`config.mk`:
```
export PLATFORM = sky130hd
export DESIGN_NAME = stage_memory
export DESIGN_NICKNAME = d
export VERILOG_FILES = /design/src/rtl/stage_memory.sv
export SDC_FILE = /design/constraint.sdc
export NUM_CORES = 1
export LEC_CHECK = 0
export BUFFER_PORTS_ARGS = -buffer_cell sky130_fd_sc_hd__buf_2
export CAP_MARGIN = 40
export CORE_AREA = 2 2 271 273
export CTS_CLUSTER_DIAMETER = 200
export DETAILED_ROUTE_END_ITERATION = 16
export DIE_AREA = 0 0 273 275
export GPL_TIMING_DRIVEN = 0
export SLEW_MARGIN = 10
export SYNTH_ARGS = -nofsm -noshare
export SYNTH_HDL_FRONTEND = slang
export SYNTH_SLANG_ARGS = --single-unit
```
`constraint.sdc`:
```
create_clock -name clk -period 3 [get_ports clk]
set_clock_uncertainty 0.15 [all_clocks]
set_input_delay 0 -clock clk [delete_from_list [all_inputs] [get_ports clk]]
set_output_delay 0 -clock clk [all_outputs]
set_load 0.01 [all_outputs]
```
`src/rtl/stage_memory.sv`:
```
// Memory stage: runs scalar and vector loads/stores as 32-bit Avalon-MM beats,
// stalls the front of the pipe while the access runs and registers the writeback bundle.
module stage_memory #(
    parameter int VLANES = 4
) (
    input  logic         clk,
    input  logic         rst_n,
    input  logic         mem_reg_write,
    input  logic         mem_mem_write,
    input  logic         mem_mem_read,
    input  logic [1:0]   mem_result_src,
    input  logic         mem_vector_op,
    input  logic [127:0] mem_alu_result,
    input  logic [127:0] mem_write_data,
    input  logic [4:0]   mem_rd,
    input  logic [31:0]  mem_pc_plus_4,
    output logic         mem_stall,
    output logic [31:0]  avm_address,
    output logic         avm_read,
    output logic         avm_write,
    output logic [31:0]  avm_writedata,
    input  logic [31:0]  avm_readdata,
    input  logic         avm_waitrequest,
    output logic         wb_reg_write,
    output logic [4:0]   wb_rd,
    output logic [1:0]   wb_result_src,
    output logic [127:0] wb_alu_result,
    output logic [127:0] wb_read_data,
    output logic [31:0]  wb_pc_plus_4
);

    localparam int BW = (VLANES > 1) ? $clog2(VLANES) : 1;

    typedef enum logic [1:0] {
        IDLE   = 2'd0,
        ACCESS = 2'd1,
        DONE   = 2'd2
    } state_t;

    state_t          state;
    state_t          state_nxt;
    logic [BW-1:0]   beat;
    logic [BW-1:0]   beat_inc;
    logic [BW-1:0]   last;
    logic            memop;
    logic            accept;
    logic [31:0]     base;
    logic [127:0]    rd_buf;

    always_comb begin
        memop    = mem_mem_read | mem_mem_write;
        last     = mem_vector_op ? BW'(VLANES - 1) : '0;
        base     = {mem_alu_result[31:2], 2'b00};
        accept   = (state == ACCESS) && !avm_waitrequest;
        beat_inc = beat + 1'b1;
    end

    always_ff @(posedge clk or negedge rst_n) begin
        if (!rst_n) state <= IDLE;
        else        state <= state_nxt;
    end

    // Stall is combinational so the op is frozen in the same cycle it arrives;
    // it is forced low while reset is asserted.
    always_comb begin
        state_nxt = state;
        mem_stall = 1'b0;
        case (state)
            IDLE: begin
                if (memop) begin
                    state_nxt = ACCESS;
                    mem_stall = 1'b1;
                end
            end
            ACCESS: begin
                mem_stall = 1'b1;
                if (accept && (beat == last)) state_nxt = DONE;
            end
            DONE:    state_nxt = IDLE;
            default: state_nxt = IDLE;
        endcase
        mem_stall = mem_stall & rst_n;
    end

    always_ff @(posedge clk or negedge rst_n) begin
        if (!rst_n) begin
            beat          <= '0;
            rd_buf        <= '0;
            avm_address   <= '0;
            avm_read      <= 1'b0;
            avm_write     <= 1'b0;
            avm_writedata <= '0;
            wb_reg_write  <= 1'b0;
            wb_rd         <= '0;
            wb_result_src <= '0;
            wb_alu_result <= '0;
            wb_read_data  <= '0;
            wb_pc_plus_4  <= '0;
        end else begin
            case (state)
                IDLE: begin
                    wb_reg_write  <= mem_reg_write & ~memop;
                    wb_rd         <= mem_rd;
                    wb_result_src <= mem_result_src;
                    wb_alu_result <= mem_alu_result;
                    wb_pc_plus_4  <= mem_pc_plus_4;
                    wb_read_data  <= '0;
                    if (memop) begin
                        beat          <= '0;
                        rd_buf        <= '0;
                        avm_address   <= base;
                        avm_writedata <= mem_write_data[31:0];
                        avm_read      <= mem_mem_read;
                        avm_write     <= mem_mem_write & ~mem_mem_read;
                    end
                end
                ACCESS: begin
                    wb_reg_write <= 1'b0;
                    if (!avm_waitrequest) begin
                        if (avm_read) rd_buf[{beat, 5'b0} +: 32] <= avm_readdata;
                        if (beat != last) begin
                            // Next beat goes out back-to-back with the request held high.
                            beat          <= beat_inc;
                            avm_address   <= avm_address + 32'd4;
                            avm_writedata <= mem_write_data[{beat_inc, 5'b0} +: 32];
                        end else begin
                            avm_read  <= 1'b0;
                            avm_write <= 1'b0;
                        end
                    end
                end
                DONE: begin
                    beat          <= '0;
                    wb_reg_write  <= mem_reg_write;
                    wb_rd         <= mem_rd;
                    wb_result_src <= mem_result_src;
                    wb_alu_result <= mem_alu_result;
                    wb_pc_plus_4  <= mem_pc_plus_4;
                    wb_read_data  <= rd_buf;
                end
                default: begin
                    wb_reg_write <= 1'b0;
                end
            endcase
        end
    end

endmodule

```
# After elaboration in Yosys (flattened, before gate mapping)
# Cells that the tools add are included.
dict set report totals {
  register_bits 494
  latchBits 0
  ram_bits 0
  mem_bits_ro 0
  inputBits 334
  out_inout_bits 363
  elab_cells 79
  mem_count 0
}
dict set report classes {
  add_sub_neg 3
  multipliers 0
  n_div 0
  order_cmp 0
  n_eq_ne 10
  shifts 3
  muxes 31
  n_bitwise 6
  n_reduce_logical 13
}
# op n
set ops {}
lappend ops {{$pmux 128 s2} 2}
lappend ops {{$mux 128} 3}
lappend ops {{$mux 32} 6}
lappend ops {{$bwmux 128} 1}
lappend ops {{$pmux 32 s2} 2}
lappend ops {{$shift 32x9->128 const A} 1}
lappend ops {{$shiftx 128x8->32} 1}
lappend ops {{$shiftx 32x9->128} 1}
lappend ops {{$add 32x3->32 const B} 1}
lappend ops {{$reduce_and 4->1} 4}
lappend ops {{$mux 2} 6}
lappend ops {{$neg 7->9} 1}
lappend ops {{$ne 2x2->1 const B} 4}
lappend ops {{$pmux 1 s2} 4}
lappend ops {{$pmux 2 s3} 1}
lappend ops {{$mux 1} 5}
lappend ops {{$ne 2x1->1 const B} 2}
lappend ops {{$pmux 2 s2} 1}
lappend ops {{$reduce_bool 2->1} 2}
lappend ops {{$and 1x1->1} 3}
lappend ops {{$reduce_bool 3->1} 1}
lappend ops {{$add 2x1->2 const B} 1}
lappend ops {{$eq 2x1->1 const B} 1}
lappend ops {{$eq 2x2->1} 1}
lappend ops {{9 further kinds} 11}

# Logic depth before layout (Yosys ltp)
# Gate-level depths: netlist of the first run.
dict set report depth {
  word_depth 6
  depth_mapped 12
}

# Least setup slack after synthesis of the first run
# OpenSTA, ideal clock, no wires.
dict set report synth_timing {
  kind {reg2reg}
  from {register beat[0]}
  to {register avm_writedata[25]}
  setup_ns 0.134
  arrival_ns 2.236
  required_time_ns 2.716
  path_slack_ns 0.479
  path_stages_with_launch 13
  n_path_buf 5
  period_less_slack_ns 2.521
  path_cell_list {dfrtp_1 -> buf_2 -> buf_2 -> inv_1 -> ha_1 -> buf_2 -> or2_2 -> clkbuf_1 -> buf_2 -> nor2_1 -> a21oi_1 -> o22ai_1 -> o21ai_0}
}
dict set report synth_between {
  elab_chain_cells 5
}
# item line
set synth_rtl {}
lappend synth_rtl {{start: declaration} 42} ;# logic [BW-1:0] beat;
lappend synth_rtl {{start signal: assignment} 123} ;# beat <= beat_inc;
lappend synth_rtl {{$add 2x1->2} 55} ;# beat_inc = beat + 1'b1;
lappend synth_rtl {{$shiftx 128x8->32} 125} ;# avm_writedata <= mem_write_data[{beat_inc, 5'b0} +: 32];
lappend synth_rtl {{$mux 32} 121} ;# if (beat != last) begin
lappend synth_rtl {{$mux 32} 119} ;# if (!avm_waitrequest) begin
lappend synth_rtl {{$pmux 32 s2} 100} ;# case (state)
lappend synth_rtl {{end signal: assignment} 112} ;# avm_writedata <= mem_write_data[31:0];
lappend synth_rtl {{end signal: assignment} 125}
lappend synth_rtl {{end: declaration} 21} ;# output logic [31:0] avm_writedata,
# Parallel ways exist; a longest one is shown, timed or not. The select of a mux whose other input is x is not followed.
# A chain may end at the register's enable or synchronous reset.

# Worst setup path in the final report of the first run
dict set report layout_timing {
  from {register beat[0]}
  to {register avm_writedata[19]}
}
# Same word-level chain as after synthesis.

==> results.md, run 1 <==
- After clock tree synthesis, the clock-pin slew on the worst setup and hold paths is 60 ps.
- The final design area excluding fillers is 0.0312 sq mm.
- The slowest cell on the critical path is sky130_fd_sc_hd__dfrtp_1.
- For this design the static power due to leakage is 14.9 nW.
- The starting DRC count in detailed routing is 1306.
- Once the floorplan was initialized, standard cells occupied 27.9% of the core.
- On the final layout, the worst hold slack is -207 ps.
- The leading register cell type out of synthesis is sky130_fd_sc_hd__dfrtp_1.
- The final setup violation count is 0.
- After legalization and detailed placement, the total HPWL measured 58100 um.
- The initial antenna violation count is 8.
- The clock sink total is 492.
- STA classifies the critical path endpoint as a flop.
- For the worst flop-to-flop path, the logic depth is 10.
- The clock tree from TritonCTS is done.
- The run finished, with violations left.
- At the end of the flow the core is filled with cells to 43.2%.
- The data required time at the worst endpoint is 3350 ps.
- Ranked by instance count, the synthesized netlist is headed by sky130_fd_sc_hd__dfrtp_1 (492), sky130_fd_sc_hd__nand2_1 (284), sky130_fd_sc_hd__mux2_2 (182), sky130_fd_sc_hd__o21ai_0 (135), sky130_fd_sc_hd__a22o_1 (129).
- The first-pass detailed-route iteration total is 5.
- The count of nets left with antenna violations once routing finished came out at 0.
- The critical path starts at beat[0].
- Using the TritonRoute via totals, the vias-per-cell ratio works out to 4.87.
- The die is 273 um wide.
- The maximum level of the CTS H-tree is 2.
- The clock latency at the later pin of the worst-skew pair is 600 ps.
- The die is 275 um tall.
- The aggregate global routing overflow is 0.
- The clock period minus final worst setup slack is 2860 ps.
- The detailed route wirelength on metal3 is 5140 um.
- The data arrival time of the critical path is 3220 ps.
- The clock passes through at most 3 buffers.
- The number of hold-slack violations in the final timing report is 94.
- The critical path startpoint category is a flop.
- The largest single stage delay on the critical path is 360 ps.
- For this run, design rule violations remaining after detail routing come to 0.
- The routed wire length on met2 is 40900 um.
- For this block, wires on met1 add up to 33900 um.
- Power spread over the standard cell area amounts to 925 mW/mm^2.
- At the end of routability-driven placement, the weighted congestion stood at 0.881.
- The top-level port count is 697.
- The worst pin sits at a relative slew slack of 45.0%.
- The library cell with the highest instance count after synthesis is sky130_fd_sc_hd__dfrtp_1.
- The fmax is 349 MHz.
- The worst vdd rail ir drop is 0.586 mV.
- The area growth from synthesis to layout is 54.5%.
- The origin of the critical flop-to-flop path is beat[0].
- Sequential elements use 60.9% of the synthesized area.
- Of the cells placed in the final design, the portion with a size suffix greater than 1 is 36.2%.
- The final reports fail on negative hold slack.
- The placed instance count is 3407.
- At the pin with the least slew margin, the transition time is 826 ps.
- Overall power consumption after layout is estimated at 28.9 mW.
- The number of global-route vias before repair is 19500.
- The mean area per synthesized cell is 11.6 sq um.
- The reg2reg setup slack is 140 ps.
- The biggest area contributor in the post-synthesis netlist is sky130_fd_sc_hd__dfrtp_1.
- After layout, the worst path uses 95.4% of the clock period.
- The number of flops mapped to enable cells by yosys is 0.
- Clock tree synthesis selected as its root buffer the cell sky130_fd_sc_hd__clkbuf_16.
- The count of fill cells added during filler insertion is 6664.
- For this run, asynchronously set or reset flops after synthesis account for 100%.
- The top fanout value on the critical path is 10.
- Sorting the synthesized cells by area gives the leading types as sky130_fd_sc_hd__dfrtp_1 (61%), sky130_fd_sc_hd__mux2_2 (10%), sky130_fd_sc_hd__a22o_1 (5.6%).
- The Yosys warning count is 0.
- The wire length of the first global-routing pass is 121000 um.
- Walking the worst path, the cells encountered are buf_6 -> buf_8 -> clkinvlp_4 -> ha_4 -> clkbuf_4 -> nor2b_4 -> nor2_2 -> buf_2 -> o22ai_1 -> o21ai_0.
- Setup repair after global routing left no endpoint under its margin.
- In the final routed layout, each cell accounts on average for 21.5 um.
- The area share of the leading cell type in the synthesized netlist is 60.9%.
- The start-to-end type of the worst setup path is reg -> reg.
- The highest metal layer with signal wires is met5.
- The path class of the tightest hold or removal check is in -> async.
- Synthesis handed over a netlist of 1743 instances.
- The sum of routed wire length over all layers is 84300 um.
- The routed via count is 19100.
- After detailed placement, the total cell area comes to 0.0251 sq mm.
- The non-filler instance count after layout is 3923.
- The maximum number of pins on one net before global-route repair is 110.
- The number of buffers added on ports is 694.
- Counting the buffers created by CTS gives 55.
- The die covers 0.0751 sq mm.
- The count of state elements after synthesis is 492.
- The overall global routing resource usage is 21.2%.
- The worst reg2reg path endpoint is avm_writedata[19].
- The number of slew-limit violations in the final report came to 0.
- The number of nets in the layout is 3255.
- In this run the core area contains 99 standard-cell rows.
- The core box area is 0.0723 sq mm.
- The max capacitance violation total is 0.
- The total standard cell area after synthesis is 0.0202 sq mm.
- Yosys mapped the design onto 56 distinct sky130hd cell types.
## stage by stage
step	setup TNS [ps]	setup slack, ps	hold slack (ps)
finish	0	137	-207
global route	0	8.86	-145
CTS	0	5.61	-126
detailed placement	-63390	-946	-60.1
floorplan	0	479	-446
global placement	-4369970	-8790	82.1
## metal layers
metal | vias to the layer above | global-route usage [%]
met2 | 901 | 35.9
li1 | 8555 | -
met4 | 10 | 9.99
met3 | 271 | 4.13
met5 | - | 0
met1 | 9374 | 26.2
## layout by cell type, fill, tap and decap left out, drive strengths merged, types with 3 or more instances in the layout
master	instances
a41o	3
a22oi	15
nor2b	3
o211ai	3
o32ai	4
inv	49
buf	758
bufinv	6
and3	6
o21ai	149
or3	3
diode	3
clkinv	13
a211oi	4
nor4	5
dlygate4sd3	409
nor2	54
mux2	182
nand2	284
nor3	10
nand4	12
nor3b	3
ha	6
o22ai	34
a31oi	3
a2bb2oi	6
clkbuf	148
a21oi	74
mux2i	20
clkinvlp	6
o31ai	32
nand3	18
a22o	129
dfrtp	492
and4	3
## kinds of logic after synthesis
group | count (synthesis) | synth area share (%)
compound gates | 463 | 15.3
fa+ha+maj | 6 | 0.372
buf+inv | 172 | 3.56
flops | 492 | 60.9
mux | 202 | 11.1
other cells | 1 | 0.0186
simple gates | 407 | 8.66
## what timing repair did
action	CTS	global route
pin swaps	1	0
hold buffers	408	1
hold endpoints to repair	651	95
endpoints found under the setup margin	137	88
setup buffers	1	2
resized for setup	21	15
## registers in the layout, indices dropped and copies added (netlist names)
signal / cells
wb_pc_plus_4: 32
avm_read: 1
state: 2
rd_buf: 128
beat: 2
wb_alu_result: 128
avm_writedata: 32
wb_result_src: 2
wb_reg_write: 1
wb_read_data: 128
avm_address: 30
avm_write: 1
wb_rd: 5
## worst max-delay path by stage
stage,to,depth (start not counted)
2_1_floorplan,avm_writedata[25],12
3_5_place_dp,avm_writedata[20],10
5_1_grt,wb_read_data[97],5
3_3_place_gp,wb_alu_result[85],1
6_report,avm_writedata[19],10
4_1_cts,rd_buf[101],12
## worst max-delay path, delay by kind of cell (launching register included)
kind | cells | cell delay, ps
adders and majority gates | 1 | 330
buffers and inverters | 5 | 1150
AOI/OAI and AO/OA | 2 | 330
DFF | 1 | 360
and+or+nand+nor | 2 | 440
## final cells by class
class | instances | area (sq um) | share of cell area, %
Multi-Input combinational cell | 1080 | 7240 | 23.2
Sequential cell | 492 | 12300 | 39.4
Antenna cell | 3 | 7.51 | 0.0241
Clock inverter | 30 | 362 | 1.16
Clock buffer | 73 | 1570 | 5.04
Timing Repair Buffer | 1116 | 7760 | 24.9
Buffer | 126 | 587 | 1.88
Tap cell | 959 | 1200 | 3.84
Inverter | 44 | 169 | 0.541
## power by group
group	internal, mW	total, mW	switching, mW
Clock	4.24	7.16	2.93
Sequential	8.56	9.80	1.24
Combinational	4.75	11.9	7.15
Total	17.5	28.9	11.3
No activity file was read; power rests on OpenSTA's default activity.
==> run 2: changes to the inputs <==
- CELL_PAD_IN_SITES_DETAIL_PLACEMENT: default -> 0
- CELL_PAD_IN_SITES_GLOBAL_PLACEMENT: default -> 1
- CORE_AREA: 2 2 271 273 -> 2 2 267 269
- DIE_AREA: 0 0 273 275 -> 0 0 269 271
- PLACE_DENSITY_LB_ADDON: default -> 0.1
==> results.md, run 2 (synthesis gave the netlist of run 1 again) <==
- The transition time at the pin with the least slew margin came to 835 ps (+9.91 ps).
- The maximum number of pins on one net before global-route repair is 102 (-7.3%).
- The ratio of final minimum period to clock period is 94.8% (-0.65 points).
- The data required time at the worst endpoint is 3370 ps (+20 ps).
- The sequential cell fraction of total power is 34.1% (about the same).
- The power density over the cells is 912 mW/mm^2 (-1.4%).
- The summed negative setup slack over all endpoints was 0 ps (unchanged).
- The via density per instance was 4.72 (-3.0%).
- The initial antenna violation count is 6 (-2).
- The maximum level of the CTS H-tree was 2 (unchanged).
- The clock transition at the registers of the reported paths is 60 ps (about the same).
- The critical path goes through buf_6 -> buf_12 -> clkinvlp_4 -> ha_1 -> buf_4 -> clkbuf_1 -> a22oi_1 -> nor2_1 -> a21oi_1 -> o21ai_0.
- The fmax is 352 MHz (+0.68%).
- The top-level port count was 697 (unchanged).
- The area taken by multi-input logic gates is 0.00721 sq mm (-0.38%).
- The final worst-path setup slack came to 157 ps (+19.4 ps).
- The max capacitance violation total is 0 (unchanged).
- The clock period minus final worst setup slack is 2840 ps (-19.4 ps).
- The final core utilization is 45.0% (+1.8 points).
- The die boundary height is 271 um (-1.5%).
- The most common cell after layout, fill and taps aside is sky130_fd_sc_hd__buf_2.
- The leakage dissipation is 15.0 nW (+0.56%).
- The total power draw is 28.6 mW (-0.92%).
- The data arrival time of the critical path is 3210 ps (about the same).
- The maximum single-stage delay on the critical path came to 550 ps (+190 ps).
- The final design area excluding fillers is 0.0314 sq mm (+0.50%).
- The clock tree from TritonCTS is done.
- In the final layout, the registers with the most flip-flops are rd_buf: 128 flops, wb_alu_result: 128 flops, wb_read_data: 128 flops.
- The first-pass detailed-route iteration total is 5 (unchanged).
- The top cell types in the final layout, fill and taps aside, are sky130_fd_sc_hd__buf_2 (735), sky130_fd_sc_hd__dfrtp_1 (492), sky130_fd_sc_hd__dlygate4sd3_1 (427).
- On the critical path, the stage with the largest delay is an instance of sky130_fd_sc_hd__clkbuf_1.
- The share of power burned in the clock network is 24.6% (-0.2 points).
- The number of slew-limit violations in the final report is 0 (unchanged).
- The wire length per cell is 21.5 um (about the same).
- The min-delay analysis places its worst path in the category in -> reg.
- The final setup violation count is 0 (unchanged).
- The endpoint class of the critical path is a flop.
- The total die area is 0.0729 sq mm (-2.9%).
- The number of standard-cell rows in the floorplan was 97 (-2.0%).
- The flow ran to the end, and the final reports show no timing, DRC or antenna violations.
- The detailed placement HPWL was 62200 um (+7.2%).
- The critical path startpoint category is a flop.
- The register area is 0.0123 sq mm (unchanged).
- Relative to the synthesized area, the layout overhead comes to 55.3%.
- The initial core utilization came to 28.9% (+1.0 points).
- The final worst hold slack is 18.2 ps (+226 ps).
- The internal power of the cells is 17.5 mW (-0.34%).
- The proportion of total power due to net switching was 38.9% (-0.35 points).
- The TritonCTS buffer count was 57 (+3.6%).
- CTS placed an instance of sky130_fd_sc_hd__clkbuf_16 at the clock tree root.
- The top fanout value on the critical path came to 10 (unchanged).
- The core box area is 0.0698 sq mm (-3.5%).
- The max-slew headroom at the worst pin is 44.3% (-0.66 points).
- The maximum number of buffers from clock root to sink is 3 (unchanged).
- The number of nets in the layout came to 3279 (+0.74%).
- The count of fill cells added during filler insertion is 6680 (+0.24%).
- The post-detailed-route count of antenna-violating nets was 0 (unchanged).
- The final weighted congestion in routability-driven placement is 0.868 (-1.4%).
- The x dimension of the die is 269 um (-1.5%).
- The post-placement worst setup slack is -803 ps (+143 ps).
- The aggregate global routing overflow was 0 (unchanged).
- The critical path in this run is classified as reg -> reg.
- The net switching component of the power came to 11.1 mW (-1.8%).
- The share of final-layout standard cells stronger than drive strength 1 was 35.6% (-0.52 points).
- The fraction of power consumed by combinational cells is 41.3% (about the same).
- The cell area reported after detailed placement is 0.0251 sq mm (about the same).
- The worst vdd rail ir drop is 0.463 mV (-21%).
- The overall global routing resource usage was 22.7% (+1.5 points).
- The post-detailed-route DRC marker count is 0 (unchanged).
- The number of hold-slack violations in the final timing report is 0 (-100%).
- The number of global-route vias before repair is 19500 (+0.35%).
- The starting DRC count in detailed routing is 967 (-26%).
- The sum of routed wire length over all layers is 84300 um (about the same).
- The placed instance count came to 3390 (-0.50%).
- The clock latency at the later pin of the worst-skew pair was 620 ps (+20 ps).
- The wire length of the first global-routing pass is 124000 um (+2.5%).
- The routed via count was 18500 (-3.0%).
- The clock sink total is 492 (unchanged).
- The non-filler instance count after layout came to 3924 (+0.025%).
- The number of buffers added on ports is 694 (unchanged).
run 2: changes by cell type in the layout (fill, tap and decap cells not counted), sizes merged:
cell	change
buf	+5
diode	-1
bufinv	-2
clkinv	+2
dlygate4sd3	+18
clkinvlp	-2
inv	-5
clkbuf	+5
run 2: layout make-up:
type                       instances  area share, %
sequential                       492           39.2
timing repair buffer            1138           25.5
multi-input combinational       1080           23.0
clock buffer                      79           5.22
tap                              940           3.75
buffer                           126           1.87
clock inverter                    23          0.818
inverter                          44          0.538
antenna                            2         0.0160
run 2: path summary, 6_finish.rpt:
kind,from,endpoint,slack (ps),cells past startpoint
max,beat[0],avm_writedata[7],160,10
min reg2reg,rd_buf[35],wb_read_data[35],320,1
max in group asynchronous,rst_n,wb_alu_result[115],930,6
min in group asynchronous,rst_n,wb_pc_plus_4[22],390,4
min,mem_pc_plus_4[3],wb_pc_plus_4[3],20,3
max reg2reg,beat[0],avm_writedata[7],160,10
run 2: layer usage:
layer / vias up / wire (um) / track usage, % / part of all wire, %
met5: - / 8 / 0 / 0.0095
met4: 2 / 2340 / 6.61 / 2.8
met3: 145 / 4670 / 4.44 / 5.5
met2: 607 / 42800 / 40.2 / 51
met1: 9208 / 34500 / 27.8 / 41
li1: 8577 / - / - / -
run 2: critical path: cells and delay by family, from the launching register on:
kind	cells	cell delay [ps]
compound gates	3	420
flops	1	390
buf+inv	5	1270
simple gates	1	150
fa+ha+maj	1	380
run 2: repair_timing:
action,in CTS,in global routing
hold buffers,428,0
pin swaps,1,0
endpoints found under the hold margin,596,0
setup buffers,1,3
endpoints found under the setup margin,129,73
resized for setup,20,9
cloned,0,0
run 2: power by group through the flow:
stage	Combinational [mW]	Clock, mW	Sequential (mW)
final	11.8	7.04	9.75
after global routing	12.8	7.56	10.0
after CTS	11.9	7.26	9.71
after detailed placement	11.2	0	9.81
after global placement	11.0	0	9.76
after floorplan	5.40	0	10.4
